<file path="config.mk">
export PLATFORM = sky130hd
export DESIGN_NAME = keylock_core
export DESIGN_NICKNAME = d
export VERILOG_FILES = /design/src/rtl/keylock_core.sv
export SDC_FILE = /design/constraint.sdc
export NUM_CORES = 1
export LEC_CHECK = 0
export CAP_MARGIN = 20
export CORE_AREA = 2 2 135 111
export CTS_CLUSTER_SIZE = 20
export DETAILED_ROUTE_END_ITERATION = 8
export DIE_AREA = 0 0 137 113
export PLACE_DENSITY = 0.62
export SLEW_MARGIN = 0
export SYNTH_ARGS = -nofsm -noshare
export SYNTH_HDL_FRONTEND = slang
export SYNTH_SLANG_ARGS = --single-unit
</file>
<file path="constraint.sdc">
create_clock -name hwclk -period 11.58 [get_ports hwclk]
set_clock_uncertainty 0.2 [all_clocks]
set_input_delay 2.316 -clock hwclk [delete_from_list [all_inputs] [get_ports hwclk]]
set_output_delay 2.316 -clock hwclk [all_outputs]
set_load 0.01 [all_outputs]
</file>
<file path="src/rtl/keylock_core.sv">
// keylock_core: keypad code entry, user/master code check, user code
// reprogramming with confirmation, and a failed-attempt lockout timer.
module keylock_core #(
  parameter int unsigned         DIGITS         = 6,
  parameter logic [4*DIGITS-1:0] PC             = 24'h555116,
  parameter logic [4*DIGITS-1:0] UC_INIT        = 24'h666666,
  parameter int unsigned         MAX_FAILS      = 3,
  parameter int unsigned         LOCKOUT_CYCLES = 24000000,
  localparam int unsigned        CW             = $clog2(DIGITS + 1),
  localparam int unsigned        FW             = $clog2(MAX_FAILS + 1)
) (
  input  logic          hwclk,
  input  logic          reset,
  input  logic          key_valid,
  input  logic [3:0]    key,
  output logic          locked,
  output logic          lockout,
  output logic          prog_mode,
  output logic          ok_pulse,
  output logic          err_pulse,
  output logic          uc_changed,
  output logic [CW-1:0] digit_count,
  output logic [FW-1:0] fail_count
);

  localparam int unsigned BW = 4 * DIGITS;
  localparam int unsigned LW = (LOCKOUT_CYCLES > 1) ? $clog2(LOCKOUT_CYCLES) : 1;

  typedef enum logic [2:0] {
    S_IDLE,
    S_CHECK,
    S_NEW_UC,
    S_CHECK_NEW,
    S_CONFIRM_UC,
    S_CHECK_CONF,
    S_LOCKOUT
  } state_e;

  state_e        state_q, state_d;
  logic [BW-1:0] buf_q, buf_d;
  logic [CW-1:0] cnt_q, cnt_d;
  logic          ovf_q, ovf_d;
  logic [BW-1:0] uc_q, uc_d;
  logic [BW-1:0] cand_q, cand_d;
  logic [FW-1:0] fail_q, fail_d;
  logic [LW-1:0] lk_cnt_q, lk_cnt_d;
  logic          locked_q, locked_d;
  logic          lockout_q, lockout_d;
  logic          prog_q, prog_d;
  logic          ok_q, ok_d;
  logic          err_q, err_d;
  logic          ucc_q, ucc_d;

  logic          entry_ok;
  logic          is_digit;
  logic          is_clear;
  logic          is_enter;
  logic          bad_attempt;
  logic [FW-1:0] fail_inc;

  // Next-state, datapath and registered-output computation
  always_comb begin
    state_d     = state_q;
    buf_d       = buf_q;
    cnt_d       = cnt_q;
    ovf_d       = ovf_q;
    uc_d        = uc_q;
    cand_d      = cand_q;
    fail_d      = fail_q;
    lk_cnt_d    = lk_cnt_q;
    locked_d    = locked_q;
    ok_d        = 1'b0;
    err_d       = 1'b0;
    ucc_d       = 1'b0;
    bad_attempt = 1'b0;

    entry_ok = (cnt_q == CW'(DIGITS)) && !ovf_q;
    is_digit = key_valid && (key <= 4'd9);
    is_clear = key_valid && (key == 4'd10);
    is_enter = key_valid && (key == 4'd11);
    fail_inc = fail_q + FW'(1);

    case (state_q)
      S_IDLE, S_NEW_UC, S_CONFIRM_UC: begin
        if (is_digit) begin
          if (cnt_q < CW'(DIGITS)) begin
            buf_d = (buf_q << 4) | BW'(key);
            cnt_d = cnt_q + CW'(1);
          end else begin
            ovf_d = 1'b1;
          end
        end else if (is_clear) begin
          buf_d = '0;
          cnt_d = '0;
          ovf_d = 1'b0;
        end else if (is_enter) begin
          case (state_q)
            S_NEW_UC:     state_d = S_CHECK_NEW;
            S_CONFIRM_UC: state_d = S_CHECK_CONF;
            default:      state_d = S_CHECK;
          endcase
        end
      end

      S_CHECK: begin
        buf_d   = '0;
        cnt_d   = '0;
        ovf_d   = 1'b0;
        state_d = S_IDLE;
        if (!entry_ok) begin
          bad_attempt = 1'b1;
        end else if (buf_q == PC) begin
          state_d = S_NEW_UC;
          fail_d  = '0;
        end else if (buf_q == uc_q) begin
          locked_d = !locked_q;
          ok_d     = 1'b1;
          fail_d   = '0;
        end else begin
          bad_attempt = 1'b1;
        end
        if (bad_attempt) begin
          err_d  = 1'b1;
          fail_d = fail_inc;
          if (fail_inc == FW'(MAX_FAILS)) begin
            state_d  = S_LOCKOUT;
            lk_cnt_d = LW'(LOCKOUT_CYCLES - 1);
          end
        end
      end

      S_CHECK_NEW: begin
        buf_d = '0;
        cnt_d = '0;
        ovf_d = 1'b0;
        if (entry_ok && (buf_q != PC)) begin
          cand_d  = buf_q;
          state_d = S_CONFIRM_UC;
        end else begin
          err_d   = 1'b1;
          state_d = S_IDLE;
        end
      end

      S_CHECK_CONF: begin
        buf_d   = '0;
        cnt_d   = '0;
        ovf_d   = 1'b0;
        state_d = S_IDLE;
        if (entry_ok && (buf_q == cand_q)) begin
          uc_d  = cand_q;
          ucc_d = 1'b1;
          ok_d  = 1'b1;
        end else begin
          err_d = 1'b1;
        end
      end

      S_LOCKOUT: begin
        if (lk_cnt_q == '0) begin
          fail_d  = '0;
          state_d = S_IDLE;
        end else begin
          lk_cnt_d = lk_cnt_q - LW'(1);
        end
      end

      default: state_d = S_IDLE;
    endcase

    lockout_d = (state_d == S_LOCKOUT);
    prog_d    = (state_d inside {S_NEW_UC, S_CHECK_NEW, S_CONFIRM_UC, S_CHECK_CONF});
  end

  // State and output registers
  always_ff @(posedge hwclk or posedge reset) begin
    if (reset) begin
      state_q   <= S_IDLE;
      buf_q     <= '0;
      cnt_q     <= '0;
      ovf_q     <= 1'b0;
      uc_q      <= UC_INIT;
      cand_q    <= '0;
      fail_q    <= '0;
      lk_cnt_q  <= '0;
      locked_q  <= 1'b0;
      lockout_q <= 1'b0;
      prog_q    <= 1'b0;
      ok_q      <= 1'b0;
      err_q     <= 1'b0;
      ucc_q     <= 1'b0;
    end else begin
      state_q   <= state_d;
      buf_q     <= buf_d;
      cnt_q     <= cnt_d;
      ovf_q     <= ovf_d;
      uc_q      <= uc_d;
      cand_q    <= cand_d;
      fail_q    <= fail_d;
      lk_cnt_q  <= lk_cnt_d;
      locked_q  <= locked_d;
      lockout_q <= lockout_d;
      prog_q    <= prog_d;
      ok_q      <= ok_d;
      err_q     <= err_d;
      ucc_q     <= ucc_d;
    end
  end

  assign locked      = locked_q;
  assign lockout     = lockout_q;
  assign prog_mode   = prog_q;
  assign ok_pulse    = ok_q;
  assign err_pulse   = err_q;
  assign uc_changed  = ucc_q;
  assign digit_count = cnt_q;
  assign fail_count  = fail_q;

endmodule

</file>
# After elaboration in Yosys (flattened, before gate mapping)
# Index checks and enable logic that the tools add are counted.
# W data, S select, Z words.
# word_totals
in_bits	7
elab_cells	118
out_inout_bits	11
regBits	112
# op_classes
n_lt_le_gt_ge	2
addsub	3
mux	47
bitwise	2
n_eq_ne	28
n_reduce_logical	22
# ops
cell	count
$mux W25	3
$mux W24	3
$pmux W25 S2	1
$eq A24 B24 Y1	2
$pmux W24 S2	1
$mux W3	10
$logic_not A25 Y1	1
$sub A25 B1 Y25 const B	1
$eq A24 B23 Y1 const B	1
$ne A24 B23 Y1 const B	1
$or A24 B4 Y24	1
$eq A3 B3 Y1 const B	7
$mux W1	15
$mux W2	7
$eq A3 B2 Y1 const B	4
$ne A3 B3 Y1 const B	4
$pmux W3 S2	2
$pmux W3 S4	1
$reduce_and A4 Y1	3
$eq A4 B4 Y1 const B	2
$ne A2 B2 Y1 const B	4
$logic_and A1 B1 Y1	6
$reduce_and A3 Y1	2
$reduce_or A3 Y1	2
16 further kinds	20

# Longest topological paths before layout
# Gate-level depths: netlist of the first run.
# depth
word_depth	9
mapped_depth	11
ltp_nobuf	9

# Worst setup path before layout of the first run
# Ideal clock, no wire load.
# synth_path
path_kind	input-to-reg
startpoint	input port key[1]
endpoint	register buf_q[0]
path_buffers	2
required_time_ps	11297
arrival_ps	3712
slack_ps	7586
setup_ps	83
stages	8
cell_sequence	o21ai_0 -> nand4_1 -> and3_1 -> o21ai_0 -> clkbuf_1 -> clkbuf_1 -> nand2_1 -> o21ai_0
# synth_via
elab_chain_len	4
elab_cells_between_ends	9
cone_classes	1 x order compare; 3 x eq/ne; 2 x mux; 3 x reduce/logical
# synth_lines
element	line_no	text
start: declaration	15	input logic [3:0] key,
$le A4 B4 Y1 or $eq A4 B4 Y1 (tied branches)	78, 79	
$logic_and A1 B1 Y1, on equally long branches	78, 79	
$ne A3 B3 Y1 (no line) or $mux W24 (tied branches)	-	
$reduce_and A3 Y1 (no line) or $pmux W24 S2 (tied branches)	-	
end signal: assignment	194	buf_q <= buf_d;
end: declaration	40	logic [BW-1:0] buf_q, buf_d;
# Parallel ways exist; a longest one is shown, timed or not.
# A chain may end at the register's enable or synchronous reset.

# Worst setup path in the final report of the first run
# layout_path
startpoint	input port key[1]
endpoint	register buf_q[22]
# Same word-level chain as after synthesis.

==> summary.md, run 1 <==
| Metric | Value |
|---|---|
| Peak supply drop | 0.0872 mV |
| Crit share post-route | 35.1% |
| WHS Path Cells | 1 |
| Post-synthesis compound-gate area fraction | 7.97% |
| Post-synth EDFFs | 0 |
| Lkg Pwr | 2.92 nW |
| Buffers on Ports | 17 |
| ANT nets after route | 0 |
| Layout cells sized above 1 | 19.1% |
| Final min period | 4060 ps |
| CTS resizes | 0 |
| H-Tree Depth | 3 |
| CP Capture Type | register |
| All-layer global routing usage | 16.5% |
| Final Setup Violations | 0 |
| Leading cell types in the layout, fill and taps excluded | dfrtp_1 (100), nand2_1 (70), mux2_2 (48) |
| P&R area growth vs syn | 12.3% |
| Hold path start | locked |
| Total CTS buffers | 9 |
| Largest family of logic cells by synthesized area | simple AND/OR/NAND/NOR gates |
| Drt wl/cell | 16.4 um |
| Grt met1 use | 25.4% |
| Vert. Die Dim | 113 um |
| Worst Hold End | locked |
| Width of the die | 137 um |
| Synthesized flop and latch total | 112 |
| DPL Wire Length | 8.15 mm |
| Fmax achieved | 246 MHz |
| R2R cell count | 9 |
| CTS Sinks | 112 |
| Top Ports | 18 |
| Post-Syn Nets | 531 |
| Avg Vias per Cell | 5.37 |
| XOR/XNOR share of the synthesized area | 7.90% |
| Met2 Use GR | 23.6% |
| P per Cell Area | 171 mW/mm^2 |
| Root Buffer | clkbuf_16 |
| CTS tree | done |
| Finished Cell Area | 0.00622 sq mm |
| Synth unique cells | 50 |
| GRT Max-Usage Layer | met1 |
| Most common cell after layout, fill and taps aside | dfrtp_1 |
| Fraction of registers with async set/reset | 100% |
| Drt total wl | 11.8 mm |
| Placer Congestion | 0.821 |
| Final Max Slew Viols | 0 |
| Antenna violations before repair | 0 |
| Vias | 3862 |
| CTS Hold Bufs | 0 |
| Syn Inst Count | 520 |
| Slew Limit Headroom | 46.9% |
| Max-Cap Viols | 0 |
| CP arrival | 4070 ps |
| HP Class | reg2reg |
| Sequential element share of the synthesized area | 50.8% |
| Antenna cells | 0 |
| Setup bufs post-CTS | 0 |
| CP max FO | 48 |
| Slew @ Worst Pin | 792 ps |
| Crit start category | primary input |
| Post-synthesis adder-cell area fraction | 0.903% |
| Post-DP Area | 0.00588 sq mm |
| RSZ-0062 raised after global routing | no |
| Top FF cell, synth | dfrtp_1 |
| Post-Synth Simple-Gate Area | 20.1% |
| Mapped Area | 0.00554 sq mm |
| Iter 0 DRT Violations | 283 |
| Core area | 0.0141 sq mm |
| Row cnt | 39 |
| Total negative setup slack | 0 ps |
| Largest net degree at the start of global routing | 64 |
| Latest clock arrival within the worst-skew pair | 350 ps |
| First-pass GRT wire length | 19.9 mm |
| Residual DRC | 0 |
| Drt pass-1 iters | 4 |
| Worst R2R Setup Slack | 8000 ps |
| Ys Warns | 0 |
| Total die area | 0.0155 sq mm |
| Post-synthesis mux area share | 9.75% |
| Layout net count | 541 |
| Mean Syn Cell Area | 10.7 sq um |
| Vias in the first global route | 3780 |
| Bufs on Longest Clock Path | 2 |
| R2R Path Start | lk_cnt_q[0] |
| M3 GR Usage | 3.00% |
| Initial Util | 39.4% |
| CP Class | in2reg |
| Final hold vios | 0 |
| Reg2reg end | lk_cnt_q[6] |
| Grt ovf | 0 |
| WP data required | 11590 ps |
| Status | complete, no violations |
| Clock-pin transition on the worst setup and hold timing paths | 70 ps |
## stage by stage
stage	power, mW	worst slack (ps)	util (%)	instances	hold slack (ps)
floorplan	0.667	6120	-	520	268
global placement	0.717	6960	41.8	701	267
detailed placement	0.729	6890	41.8	701	273
CTS	1.07	7250	44.1	717	283
global route	1.13	7290	44.3	719	321
finish	1.06	7520	44.3	719	280
## report_power, final
group	internal (mW)	total (mW)	switching, mW	leakage, nW
registers	0.433	0.483	0.0495	1.50
clock network	0.195	0.337	0.142	0.152
logic	0.0995	0.242	0.143	1.27
total	0.728	1.06	0.334	2.92
## flip-flops by register name, indices dropped and copies added (netlist names)
register / flops
prog_mode: 1
fail_count: 2
uc_q: 24
cand_q: 24
buf_q: 24
ovf_q: 1
digit_count: 3
locked: 1
uc_changed: 1
state_q: 3
lockout: 1
ok_pulse: 1
lk_cnt_q: 25
err_pulse: 1
## routing by layer
| layer | routed length [um] | vias to the layer above |
|---|---|---|
| li1 | - | 1883 |
| met1 | 6190 | 1918 |
| met3 | 365 | 12 |
| met4 | 140 | 0 |
| met5 | 0 | - |
| met2 | 5090 | 49 |
## cell type report
class	instances	area [sq um]
fillers	1313	7830
clock buffers	11	243
clock inverters	5	80.1
flip-flops and latches	112	2820
repair buffers	23	223
inverters	9	36.3
well taps	184	230
multi-input cells	375	2590
## worst max path at each step
stage / start / endpoint / slack (ps) / cells after the start
detailed placement: key[2] / digit_count[2] / 6890 / 7
global route: key[1] / digit_count[2] / 7290 / 8
floorplan: reset / buf_q[0] / 6120 / 1
global placement: key[2] / digit_count[2] / 6960 / 7
CTS: key[2] / buf_q[7] / 7250 / 6
finish: key[1] / buf_q[22] / 7520 / 7
## logic make-up after synthesis
logic type / count (synthesis)
buf+inv: 33
flops: 112
compound gates: 75
mux: 48
fa+ha+maj: 4
simple gates: 198
xor+xnor: 50
## critical path: stages
cell             delay (ps)
clkdlybuf4s50_1         440
o21ai_0                 250
nand4_1                 160
and3_1                  230
o21ai_2                 110
buf_4                   390
o21ai_0                 180
## cells in the mapped netlist, types with 4 or more instances
cell type  count  area (sq um)
dfrtp_1      100          2500
clkbuf_1      20          75.1
a211oi_1       4          30.0
nor3_1         8          40.0
or2_2          5          31.3
xnor2_1       18           158
nand4_1        9          56.3
or4_1         10          75.1
nor4_1         9          56.3
nor2_1        16          60.1
inv_1          9          33.8
dfstp_2       12           315
o31ai_1        6          45.0
ha_1           4          50.1
and4_1         4          35.0
xor2_1        32           280
nand3_1       20           100
nand2_1       70           263
or3_1         13          81.3
nor4bb_1       5          50.1
o21ai_0       42           210
mux2_2        48           541
a21oi_1       13          65.1
(Power assumes the default switching activity.)
==> run 2: changes to the inputs <==
clock period = 4 ns   (was 11.58 ns; I/O delays follow)
==> run 2 against run 1 <==
Critical path depth up 3. Final cell count rose by 0.14%. Core utilization rose by 0.080 points. Largest power group unchanged.
==> summary.md, run 2 (same netlist as run 1, synthesis figures left out) <==
| Metric | Value |
|---|---|
| Vias in the first global route | 3757 (-0.61%) |
| P&R area growth vs syn | 12.5% |
| Vias | 3905 (+1.1%) |
| H-Tree Depth | 3 (unchanged) |
| Worst R2R Setup Slack | 720 ps (-7280 ps) |
| Avg Vias per Cell | 5.42 (+0.97%) |
| R2R Path Start | lk_cnt_q[0] |
| Leading cell types in the layout, fill and taps excluded | dfrtp_1 (100), nand2_1 (70), mux2_2 (48) |
| Initial Util | 39.4% (unchanged) |
| Vert. Die Dim | 113 um (unchanged) |
| CP max FO | 9 (-81%) |
| Drt pass-1 iters | 6 (+2) |
| Total CTS buffers | 9 (unchanged) |
| ANT nets after route | 0 (unchanged) |
| Slew @ Worst Pin | 734 ps (-57.5 ps) |
| Top Ports | 18 (unchanged) |
| CP arrival | 3290 ps (-780 ps) |
| CTS resizes | 0 (unchanged) |
| Lkg Pwr | 2.93 nW (+0.31%) |
| Latest clock arrival within the worst-skew pair | 370 ps (+20 ps) |
| Crit share post-route | 81.9% |
| Width of the die | 137 um (unchanged) |
| Reg2reg end | lk_cnt_q[22] |
| Slew Limit Headroom | 50.8% (+3.9 points) |
| Placer Congestion | 0.794 (-3.3%) |
| Final Setup Violations | 0 (unchanged) |
| Max reg flops | 25 (unchanged) |
| HP Class | reg2reg |
| CTS tree | done |
| CTS Sinks | 112 (unchanged) |
| Clock-pin transition on the worst setup and hold timing paths | 80 ps (about the same) |
| Core area | 0.0141 sq mm (unchanged) |
| Residual DRC | 0 (unchanged) |
| Total die area | 0.0155 sq mm (unchanged) |
| WP data required | 4020 ps (-7570 ps) |
| All-layer global routing usage | 16.3% (-0.17 points) |
| Root Buffer | clkbuf_16 |
| Drt total wl | 11.7 mm (-0.93%) |
| Most common cell after layout, fill and taps aside | dfrtp_1 |
| Largest net degree at the start of global routing | 59 (-7.8%) |
| Layout net count | 542 (+0.18%) |
| Total negative setup slack | 0 ps (unchanged) |
| Hold path start | locked |
| Grt ovf | 0 (unchanged) |
| Max-Cap Viols | 0 (unchanged) |
| Status | complete, no violations |
| CP Capture Type | register |
| Bufs on Longest Clock Path | 2 (unchanged) |
| R2R cell count | 10 (+1) |
| CTS Hold Bufs | 0 (unchanged) |
| Final hold vios | 0 (unchanged) |
| Biggest register | lk_cnt_q |
| CP Class | reg2reg |
| Layout cells sized above 1 | 19.4% (+0.34 points) |
| DPL Wire Length | 7.95 mm (-2.4%) |
| Fill count | 1308 (-0.38%) |
| Drt wl/cell | 16.2 um (-1.1%) |
| Final Max Slew Viols | 0 (unchanged) |
| P per Cell Area | 493 mW/mm^2 (+190%) |
| Antenna cells | 0 (unchanged) |
| Setup bufs post-CTS | 0 (unchanged) |
| First-pass GRT wire length | 19.5 mm (-1.8%) |
| Worst Hold End | locked |
| Iter 0 DRT Violations | 257 (-9.2%) |
| Crit start category | register |
| Total power | 3.07 mW (+190%) |
| RSZ-0062 raised after global routing | no |
| Peak supply drop | 0.210 mV (+140%) |
| Row cnt | 39 (unchanged) |
| WHS Path Cells | 1 (unchanged) |
| Final min period | 3280 ps |
| Fmax achieved | 305 MHz |
| Buffers on Ports | 17 (unchanged) |
| Antenna violations before repair | 0 (unchanged) |
[run 2: changes by cell type in the layout (fill, tap and decap cells not counted)]
cell	delta
buf_12	+1
buf_4	+1
buf_8	-1
bufinv_16	-1
clkbuf_1	-1
clkinv_2	-1
clkinv_8	+1
clkinvlp_4	-1
inv_6	+2
inv_8	+1
[run 2: per-layer routing]
metal	track usage [%]	vias up	share of wire, %
met5	0	-	0
met4	5.29	0	1.4
met3	4.17	13	4.3
met2	23.5	71	43
met1	24.0	1945	51
li1	-	1876	-
[run 2: through the flow]
step	std cells	utilization, %	cell area, sq um	hold WS [ps]	setup slack (ps)
floorplan	520	-	5540	268	60.9
global placement	704	42.1	5910	266	829
detailed placement	704	42.1	5910	268	747
CTS	720	44.4	6230	278	716
global route	720	44.4	6230	309	476
finish	720	44.4	6230	269	723
[run 2: worst max-delay path by stage]
stage                     depth (start not counted)         from           end  slack (ps)
after global routing                              9  lk_cnt_q[0]   lk_cnt_q[6]         480
after detailed placement                          9  lk_cnt_q[0]   lk_cnt_q[6]         750
after floorplan                                   1        reset      buf_q[0]          60
after global placement                           10  lk_cnt_q[0]  lk_cnt_q[22]         830
after CTS                                         9  lk_cnt_q[0]   lk_cnt_q[6]         720
final                                            10  lk_cnt_q[0]  lk_cnt_q[22]         720
[run 2: power by group]
part | leakage (nW) | total [mW] | internal, mW | switching [mW]
registers | 1.50 | 1.40 | 1.25 | 0.148
clock network | 0.154 | 0.967 | 0.518 | 0.449
logic | 1.27 | 0.703 | 0.290 | 0.413
[run 2: worst max-delay path, cell delays in order (launching register included)]
cell and delay (ps):
dfrtp_1 410, inv_1 110, ha_1 250, or4b_1 510
or4_4 450, nor4_4 260, o21ai_2 130, o2111ai_2 410
buf_4 230, or3_1 100, nand3_1 60
[run 2: final cells by class]
cell class | count | area (sq um) | area share (%)
timing repair buffer | 24 | 235 | 3.77
tap | 184 | 230 | 3.69
clock inverter | 6 | 82.6 | 1.32
clock buffer | 10 | 239 | 3.83
sequential | 112 | 2820 | 45.2
multi-input combinational | 375 | 2590 | 41.6
inverter | 9 | 36.3 | 0.582
